**src/rtl/uart_pkg.sv**
```systemverilog
// uart_pkg: shared types and helpers for the UART receive packer.
//   pack_state_e : packer FSM states (idle / partial word held / timeout flush)
//   CntW         : width of the per-word byte counter (covers 0..4)
//   lane_of()    : byte index -> lane index mapping for either byte order
//   idle_cnt_w() : width of the idle-cycle counter for a given timeout
package uart_pkg;

    typedef enum logic [1:0] {
        StIdle  = 2'd0,
        StFill  = 2'd1,
        StFlush = 2'd2
    } pack_state_e;

    localparam int unsigned CntW = 3;

    // The mapping is its own inverse, so it also converts lane -> byte index.
    function automatic int unsigned lane_of(input int unsigned idx, input int unsigned bpw,
                                            input bit msb_first);
        return msb_first ? (bpw - 1 - idx) : idx;
    endfunction

    // Counter runs 0..timeout-1.
    function automatic int unsigned idle_cnt_w(input int unsigned timeout);
        return $clog2(timeout);
    endfunction

endpackage

```
**src/rtl/uart_word_fifo.sv**
```systemverilog
// uart_word_fifo: synchronous show-ahead FIFO holding packed words.
//   clk, rst_n : clock, asynchronous active-low reset (pointers/count only)
//   wr_en      : push request; accepted when not full or when popping the same cycle
//   wr_data    : word to push
//   rd_en      : pop head; ignored when empty
//   rd_data    : head entry, zero when empty
//   vld        : FIFO non-empty
//   level      : occupancy
//   drop       : push rejected because full with no simultaneous pop
module uart_word_fifo #(
    parameter int unsigned WIDTH = 35,
    parameter int unsigned DEPTH = 4,
    localparam int unsigned AW    = $clog2(DEPTH),
    localparam int unsigned LVL_W = AW + 1
) (
    input  logic             clk,
    input  logic             rst_n,
    input  logic             wr_en,
    input  logic [WIDTH-1:0] wr_data,
    input  logic             rd_en,
    output logic [WIDTH-1:0] rd_data,
    output logic             vld,
    output logic [LVL_W-1:0] level,
    output logic             drop
);

    logic [WIDTH-1:0] mem [DEPTH];
    logic [AW-1:0]    wptr_q, rptr_q;
    logic [LVL_W-1:0] cnt_q, cnt_d;
    logic             full, empty, do_pop, do_push;

    assign full    = (cnt_q == LVL_W'(DEPTH));
    assign empty   = (cnt_q == '0);
    assign do_pop  = rd_en && !empty;
    // When full, the slot being freed by the pop is the one the write pointer lands on.
    assign do_push = wr_en && (!full || do_pop);
    assign drop    = wr_en && full && !do_pop;

    always_comb begin
        cnt_d = cnt_q;
        unique case ({do_push, do_pop})
            2'b10:   cnt_d = cnt_q + LVL_W'(1);
            2'b01:   cnt_d = cnt_q - LVL_W'(1);
            default: cnt_d = cnt_q;
        endcase
    end

    always_ff @(posedge clk or negedge rst_n) begin
        if (!rst_n) begin
            wptr_q <= '0;
            rptr_q <= '0;
            cnt_q  <= '0;
        end else begin
            if (do_push) wptr_q <= wptr_q + AW'(1);
            if (do_pop)  rptr_q <= rptr_q + AW'(1);
            cnt_q <= cnt_d;
        end
    end

    always_ff @(posedge clk) begin
        if (do_push) mem[wptr_q] <= wr_data;
    end

    assign rd_data = empty ? '0 : mem[rptr_q];
    assign vld     = !empty;
    assign level   = cnt_q;

endmodule

```
**src/rtl/uart_rx_packer.sv**
```systemverilog
// uart_rx_packer: packs received UART bytes into words and queues them in a FIFO.
// A partial word is flushed after IDLE_TIMEOUT byte-free cycles.
//   clk, rst_n   : clock, asynchronous active-low reset
//   i_byte_vld   : byte strobe;  i_byte : byte;  i_frame_err : frame error qualifier
//   i_word_rd    : pop FIFO head;  i_irq_en : interrupt enable;  i_clr : clear sticky flags
//   o_word, o_word_num, o_word_vld, o_level : FIFO head word, its byte count, non-empty, level
//   irq          : registered i_irq_en && o_level >= IRQ_THRESH
//   o_ovf        : sticky, a completed word was dropped
//   o_frame_err  : sticky frame error flag
// Build option: define UART_RX_FERR_EN to discard bytes flagged with i_frame_err and record
// them in o_frame_err; otherwise i_frame_err is ignored and o_frame_err is tied low.
module uart_rx_packer
    import uart_pkg::*;
#(
    parameter int unsigned BYTES_PER_WORD = 4,
    parameter int unsigned DEPTH          = 4,
    parameter int unsigned IDLE_TIMEOUT   = 60000,
    parameter int unsigned MSB_FIRST      = 1,
    parameter int unsigned IRQ_THRESH     = 1,
    localparam int unsigned W     = 8 * BYTES_PER_WORD,
    localparam int unsigned LVL_W = $clog2(DEPTH) + 1
) (
    input  logic             clk,
    input  logic             rst_n,
    input  logic             i_byte_vld,
    input  logic [7:0]       i_byte,
    input  logic             i_frame_err,
    input  logic             i_word_rd,
    input  logic             i_irq_en,
    input  logic             i_clr,
    output logic [W-1:0]     o_word,
    output logic [2:0]       o_word_num,
    output logic             o_word_vld,
    output logic [LVL_W-1:0] o_level,
    output logic             irq,
    output logic             o_ovf,
    output logic             o_frame_err
);

    localparam int unsigned     IdleW    = idle_cnt_w(IDLE_TIMEOUT);
    localparam logic [IdleW-1:0] IdleMax = IdleW'(IDLE_TIMEOUT - 1);
    localparam logic [CntW-1:0]  BpwC    = CntW'(BYTES_PER_WORD);

    pack_state_e       state_q, state_d;
    logic [CntW-1:0]   cnt_q, cnt_d;
    logic [W-1:0]      buf_q, buf_d, nxt_word;
    logic [IdleW-1:0]  idle_q, idle_d;
    logic              byte_acc;
    logic              push;
    logic [W-1:0]      push_word;
    logic [CntW-1:0]   push_num;
    logic [W+CntW-1:0] fifo_rd;
    logic              fifo_drop;
    logic              irq_q, ovf_q;

    function automatic logic [W-1:0] put_byte(input logic [W-1:0] w, input logic [CntW-1:0] idx,
                                              input logic [7:0] b);
        logic [W-1:0] r;
        r = w;
        for (int unsigned l = 0; l < BYTES_PER_WORD; l++) begin
            if (idx == CntW'(lane_of(l, BYTES_PER_WORD, MSB_FIRST != 0))) r[l*8 +: 8] = b;
        end
        return r;
    endfunction

`ifdef UART_RX_FERR_EN
    logic ferr_q;
    assign byte_acc = i_byte_vld && !i_frame_err;

    always_ff @(posedge clk or negedge rst_n) begin
        if (!rst_n)                           ferr_q <= 1'b0;
        else if (i_byte_vld && i_frame_err)  ferr_q <= 1'b1;
        else if (i_clr)                      ferr_q <= 1'b0;
    end

    assign o_frame_err = ferr_q;
`else
    logic unused_frame_err;
    assign unused_frame_err = i_frame_err;
    assign byte_acc         = i_byte_vld;
    assign o_frame_err      = 1'b0;
`endif

    always_comb begin
        state_d   = state_q;
        cnt_d     = cnt_q;
        buf_d     = buf_q;
        idle_d    = idle_q;
        push      = 1'b0;
        push_word = '0;
        push_num  = '0;
        nxt_word  = put_byte(buf_q, cnt_q, i_byte);
        case (state_q)
            StIdle, StFill: begin
                if (byte_acc) begin
                    idle_d = '0;
                    if (cnt_q + CntW'(1) == BpwC) begin
                        push      = 1'b1;
                        push_word = nxt_word;
                        push_num  = BpwC;
                        buf_d     = '0;
                        cnt_d     = '0;
                        state_d   = StIdle;
                    end else begin
                        buf_d   = nxt_word;
                        cnt_d   = cnt_q + CntW'(1);
                        state_d = StFill;
                    end
                end else if (state_q == StFill) begin
                    if (idle_q == IdleMax) begin
                        idle_d  = '0;
                        state_d = StFlush;
                    end else begin
                        idle_d = idle_q + IdleW'(1);
                    end
                end
            end
            StFlush: begin
                push      = 1'b1;
                push_word = buf_q;
                push_num  = cnt_q;
                idle_d    = '0;
                // A byte landing on the flush cycle opens the next word.
                if (byte_acc) begin
                    buf_d   = put_byte('0, '0, i_byte);
                    cnt_d   = CntW'(1);
                    state_d = StFill;
                end else begin
                    buf_d   = '0;
                    cnt_d   = '0;
                    state_d = StIdle;
                end
            end
            default: begin
                state_d = StIdle;
                cnt_d   = '0;
                buf_d   = '0;
                idle_d  = '0;
            end
        endcase
    end

    always_ff @(posedge clk or negedge rst_n) begin
        if (!rst_n) begin
            state_q <= StIdle;
            cnt_q   <= '0;
            buf_q   <= '0;
            idle_q  <= '0;
            irq_q   <= 1'b0;
            ovf_q   <= 1'b0;
        end else begin
            state_q <= state_d;
            cnt_q   <= cnt_d;
            buf_q   <= buf_d;
            idle_q  <= idle_d;
            irq_q   <= i_irq_en && (o_level >= LVL_W'(IRQ_THRESH));
            if (fifo_drop)  ovf_q <= 1'b1;
            else if (i_clr) ovf_q <= 1'b0;
        end
    end

    uart_word_fifo #(
        .WIDTH (W + CntW),
        .DEPTH (DEPTH)
    ) u_fifo (
        .clk     (clk),
        .rst_n   (rst_n),
        .wr_en   (push),
        .wr_data ({push_num, push_word}),
        .rd_en   (i_word_rd),
        .rd_data (fifo_rd),
        .vld     (o_word_vld),
        .level   (o_level),
        .drop    (fifo_drop)
    );

    assign o_word     = fifo_rd[W-1:0];
    assign o_word_num = fifo_rd[W+CntW-1:W];
    assign irq        = irq_q;
    assign o_ovf      = ovf_q;

endmodule

```
**config.mk**
```make
export PLATFORM = sky130hd
export DESIGN_NAME = uart_rx_packer
export DESIGN_NICKNAME = d
export VERILOG_FILES = /design/src/rtl/uart_pkg.sv /design/src/rtl/uart_word_fifo.sv /design/src/rtl/uart_rx_packer.sv
export SDC_FILE = /design/constraint.sdc
export NUM_CORES = 1
export LEC_CHECK = 0
export BUFFER_PORTS_ARGS = -buffer_cell sky130_fd_sc_hd__buf_2
export CAP_MARGIN = 20
export CORE_UTILIZATION = 40
export DETAILED_ROUTE_END_ITERATION = 8
export GPL_TIMING_DRIVEN = 1
export PLACE_DENSITY = 0.55
export SETUP_SLACK_MARGIN = 0.05
export SLEW_MARGIN = 20
export SYNTH_ARGS = -nofsm -noshare
export SYNTH_HDL_FRONTEND = slang
export SYNTH_SLANG_ARGS = --single-unit
```
**constraint.sdc**
```tcl
create_clock -name clk -period 3.8 [get_ports clk]
set_input_delay 0.38 -clock clk [delete_from_list [all_inputs] [get_ports clk]]
set_output_delay 0.38 -clock clk [all_outputs]
set_load 0.05 [all_outputs]
```
==> impl_metrics.env <==
export IMPL_status="finished clean"
export IMPL_path_class="reg -> reg"
export IMPL_first_iter_violations=290
export IMPL_area_growth_pct=15.45
export IMPL_r2r_start="cnt_q[0]"
export IMPL_drv_cap=0
export IMPL_ys_flop_type="edfxtp_1"
export IMPL_hold_class="in -> async"
export IMPL_antenna_left=0
export IMPL_r2r_end="u_fifo.mem[0][8]"
export IMPL_synth_fp_nets=580
export IMPL_core_rowCount=53
export IMPL_ys_ff_latch=202
export IMPL_final_setup_viol_count=0
export IMPL_numPortBuffers=54
export IMPL_antenna_found_initial=0
export IMPL_ys_top_cells_by_count="edfxtp_1, dfrtp_1, a22o_1, and2_1, mux4_2"
export IMPL_min_period_ns=2.906
export IMPL_fin_nets=638
export IMPL_synth_most_common_cell="edfxtp_1"
export IMPL_diodes=0
export IMPL_yosys_cell_types_count=54
export IMPL_synth_area_per_cell_um2=15.79
export IMPL_crit_fanout=35
export IMPL_period_share=0.7648
export IMPL_clock_fmax_mhz=344.1
export IMPL_ff2ff_path_depth=6
export IMPL_hold_buffers=0
export IMPL_wirelength_um=17880
export IMPL_cp_data_required_time_ns=3.98
export IMPL_worst_slew_pin_slew_ns=0.9220
export IMPL_synth_edf_count=140
export IMPL_hold_viol=0
export IMPL_synthArstFlopShare=0.3069
export IMPL_end_kind="register"
export IMPL_design_area_um2=10010
export IMPL_die_height_um=149.2
export IMPL_met1_usage=0.2280
export IMPL_yosysSeqAreaShare=0.6641
export IMPL_fin_setup_tns_ns=0
export IMPL_clk_latency_ns=0.50
export IMPL_dpl_instance_area_um2=9288
export IMPL_vias=4932
export IMPL_cts_sinks=202
export IMPL_gr_usage_met3=0.02691
export IMPL_path_clk_slew_ns=0.06
export IMPL_numCtsBuffers=22
export IMPL_grt_pass1_vias=5085
export IMPL_yosysWarningCount=0
export IMPL_core_area_um2=21150
export IMPL_synthTopCellsByArea="edfxtp_1, dfrtp_1, mux4_2, a22o_1, and2_1"
export IMPL_place_hpwl_um=11100
export IMPL_num_io_pins=57
export IMPL_cts_root_buf="clkbuf_16"
export IMPL_pwr_density_cell_nw_per_um2=769.5
export IMPL_slew_headroom=0.3853
export IMPL_syn_cell_area_um2=8667
export IMPL_cts_setup_buffers=0
export IMPL_die_w_um=149.2
export IMPL_start_util=0.4097
export IMPL_dp_slack_ns=0.8956
export IMPL_power_leakage_nw=3.690
export IMPL_timing_final_ws_setup_ns=0.8939
export IMPL_vias_per_cell=5.498
export IMPL_cts_htree_levels=1
export IMPL_die_area_um2=22260
export IMPL_start_kind="register"
export IMPL_drc=0
export IMPL_place_congestion=0.7682
export IMPL_cts_tree="built"
export IMPL_grt_max_degree=40
export IMPL_wire_per_inst_um=19.93
export IMPL_synth_top_area_frac=0.4851
export IMPL_nFillCells=1830
export IMPL_cp_arrival_ns=3.09
export IMPL_grt_ovfl_total=0
export IMPL_track_usage=0.1675
export IMPL_met2_usage=0.2830
export IMPL_dr_pass1_iters=4
export IMPL_synth_cells=549
export IMPL_vdd_drop_max_mv=0.4870
export IMPL_report_final_slew_viol_count=0
export IMPL_clock_skew_ns=0.006968
export IMPL_hold_slack_ns=0.01240
export IMPL_rsz0062_at_grt="false"
export IMPL_cts_path_max_buffers=3
export IMPL_drive_gt1_frac=0.2331
export IMPL_yosysTopAreaCell="edfxtp_1"
export IMPL_grt_busiest_layer="met2"
export IMPL_grt_pass1_wl_um=28430
export IMPL_regToRegSetupSlack_ns=0.89
export IMPL_cts_resized=0
[routing by layer]
metal	vias up	share of wire	routed length, um
met5	-	0	0
met4	0	0.016	290
met3	22	0.044	779
met2	122	0.49	8813
met1	2527	0.45	7993
li1	2261	-	-
[worst max-delay path: stages (launching register included)]
cell       delay, ns
dfrtp_1         0.44
ha_1            0.25
ha_1            0.33
nand4bb_1       0.56
a21boi_2        0.50
and2_1          0.23
buf_12          0.26
[registers in the layout, summed over array words and instances (netlist names)]
signal,flops
irq,1
buf_q,32
cnt_q,3
o_ovf,1
state_q,2
u_fifo.mem,140
idle_q,16
u_fifo.rptr_q,2
u_fifo.wptr_q,2
u_fifo.level,3
[placed cells by master (no fill, tap or decap), types with 12 or more instances in the layout]
master,instances
inv_1,12
mux4_2,35
a22o_1,49
nand2_1,25
clkbuf_16,22
nor2_1,21
dfrtp_1,61
o21ai_0,14
buf_2,54
xnor2_1,13
edfxtp_1,140
and2_1,42
a32o_1,16
ha_1,16
[layout make-up]
cell class / instances / area (um2) / share of cell area
timing repair buffer: 65 / 402.9 / 0.04027
clock buffer: 28 / 593.1 / 0.05927
inverter: 12 / 45.04 / 0.004502
clock inverter: 11 / 120.1 / 0.01200
sequential: 202 / 5757 / 0.5753
tap: 275 / 344.1 / 0.03439
multi-input combinational: 304 / 2744 / 0.2742
[worst max-delay path by stage]
| stage | slack, ns | start | end |
|---|---|---|---|
| final | 0.89 | cnt_q[0] | u_fifo.mem[0][8] |
| after global routing | 0.70 | cnt_q[0] | u_fifo.mem[3][8] |
| after global placement | 0.91 | cnt_q[0] | u_fifo.mem[0][16] |
| after detailed placement | 0.90 | cnt_q[0] | u_fifo.mem[0][17] |
| after CTS | 0.88 | cnt_q[0] | u_fifo.mem[0][12] |
| after floorplan | 0.94 | u_fifo.level[0] | o_word[25] |
[power by group]
group	internal (mW)	switching, mW
logic	0.952	1.89
registers	2.63	0.161
clock network	1.24	0.832
[cells by family (layout without fill, tap and decap cells)]
family	Yosys count	in the layout	synth area share
other	1	1	0.0004327
multiplexers	37	37	0.09326
flip-flops	202	202	0.6641
adder cells (fa/ha/maj)	16	16	0.02310
AO/OA/AOI/OAI	99	99	0.09384
XOR/XNOR	15	15	0.01516
AND/OR/NAND/NOR	136	136	0.08950
buffers and inverters	43	116	0.02064
[metrics by stage]
stage	total power [mW]	cells	utilization
5_1_grt	8.082	897	0.4730
3_3_place_gp	5.674	858	0.4390
6_report	7.699	897	0.4730
2_1_floorplan	5.042	549	-
4_1_cts	7.810	897	0.4728
3_5_place_dp	5.720	858	0.4390
(Power assumes the default switching activity.)
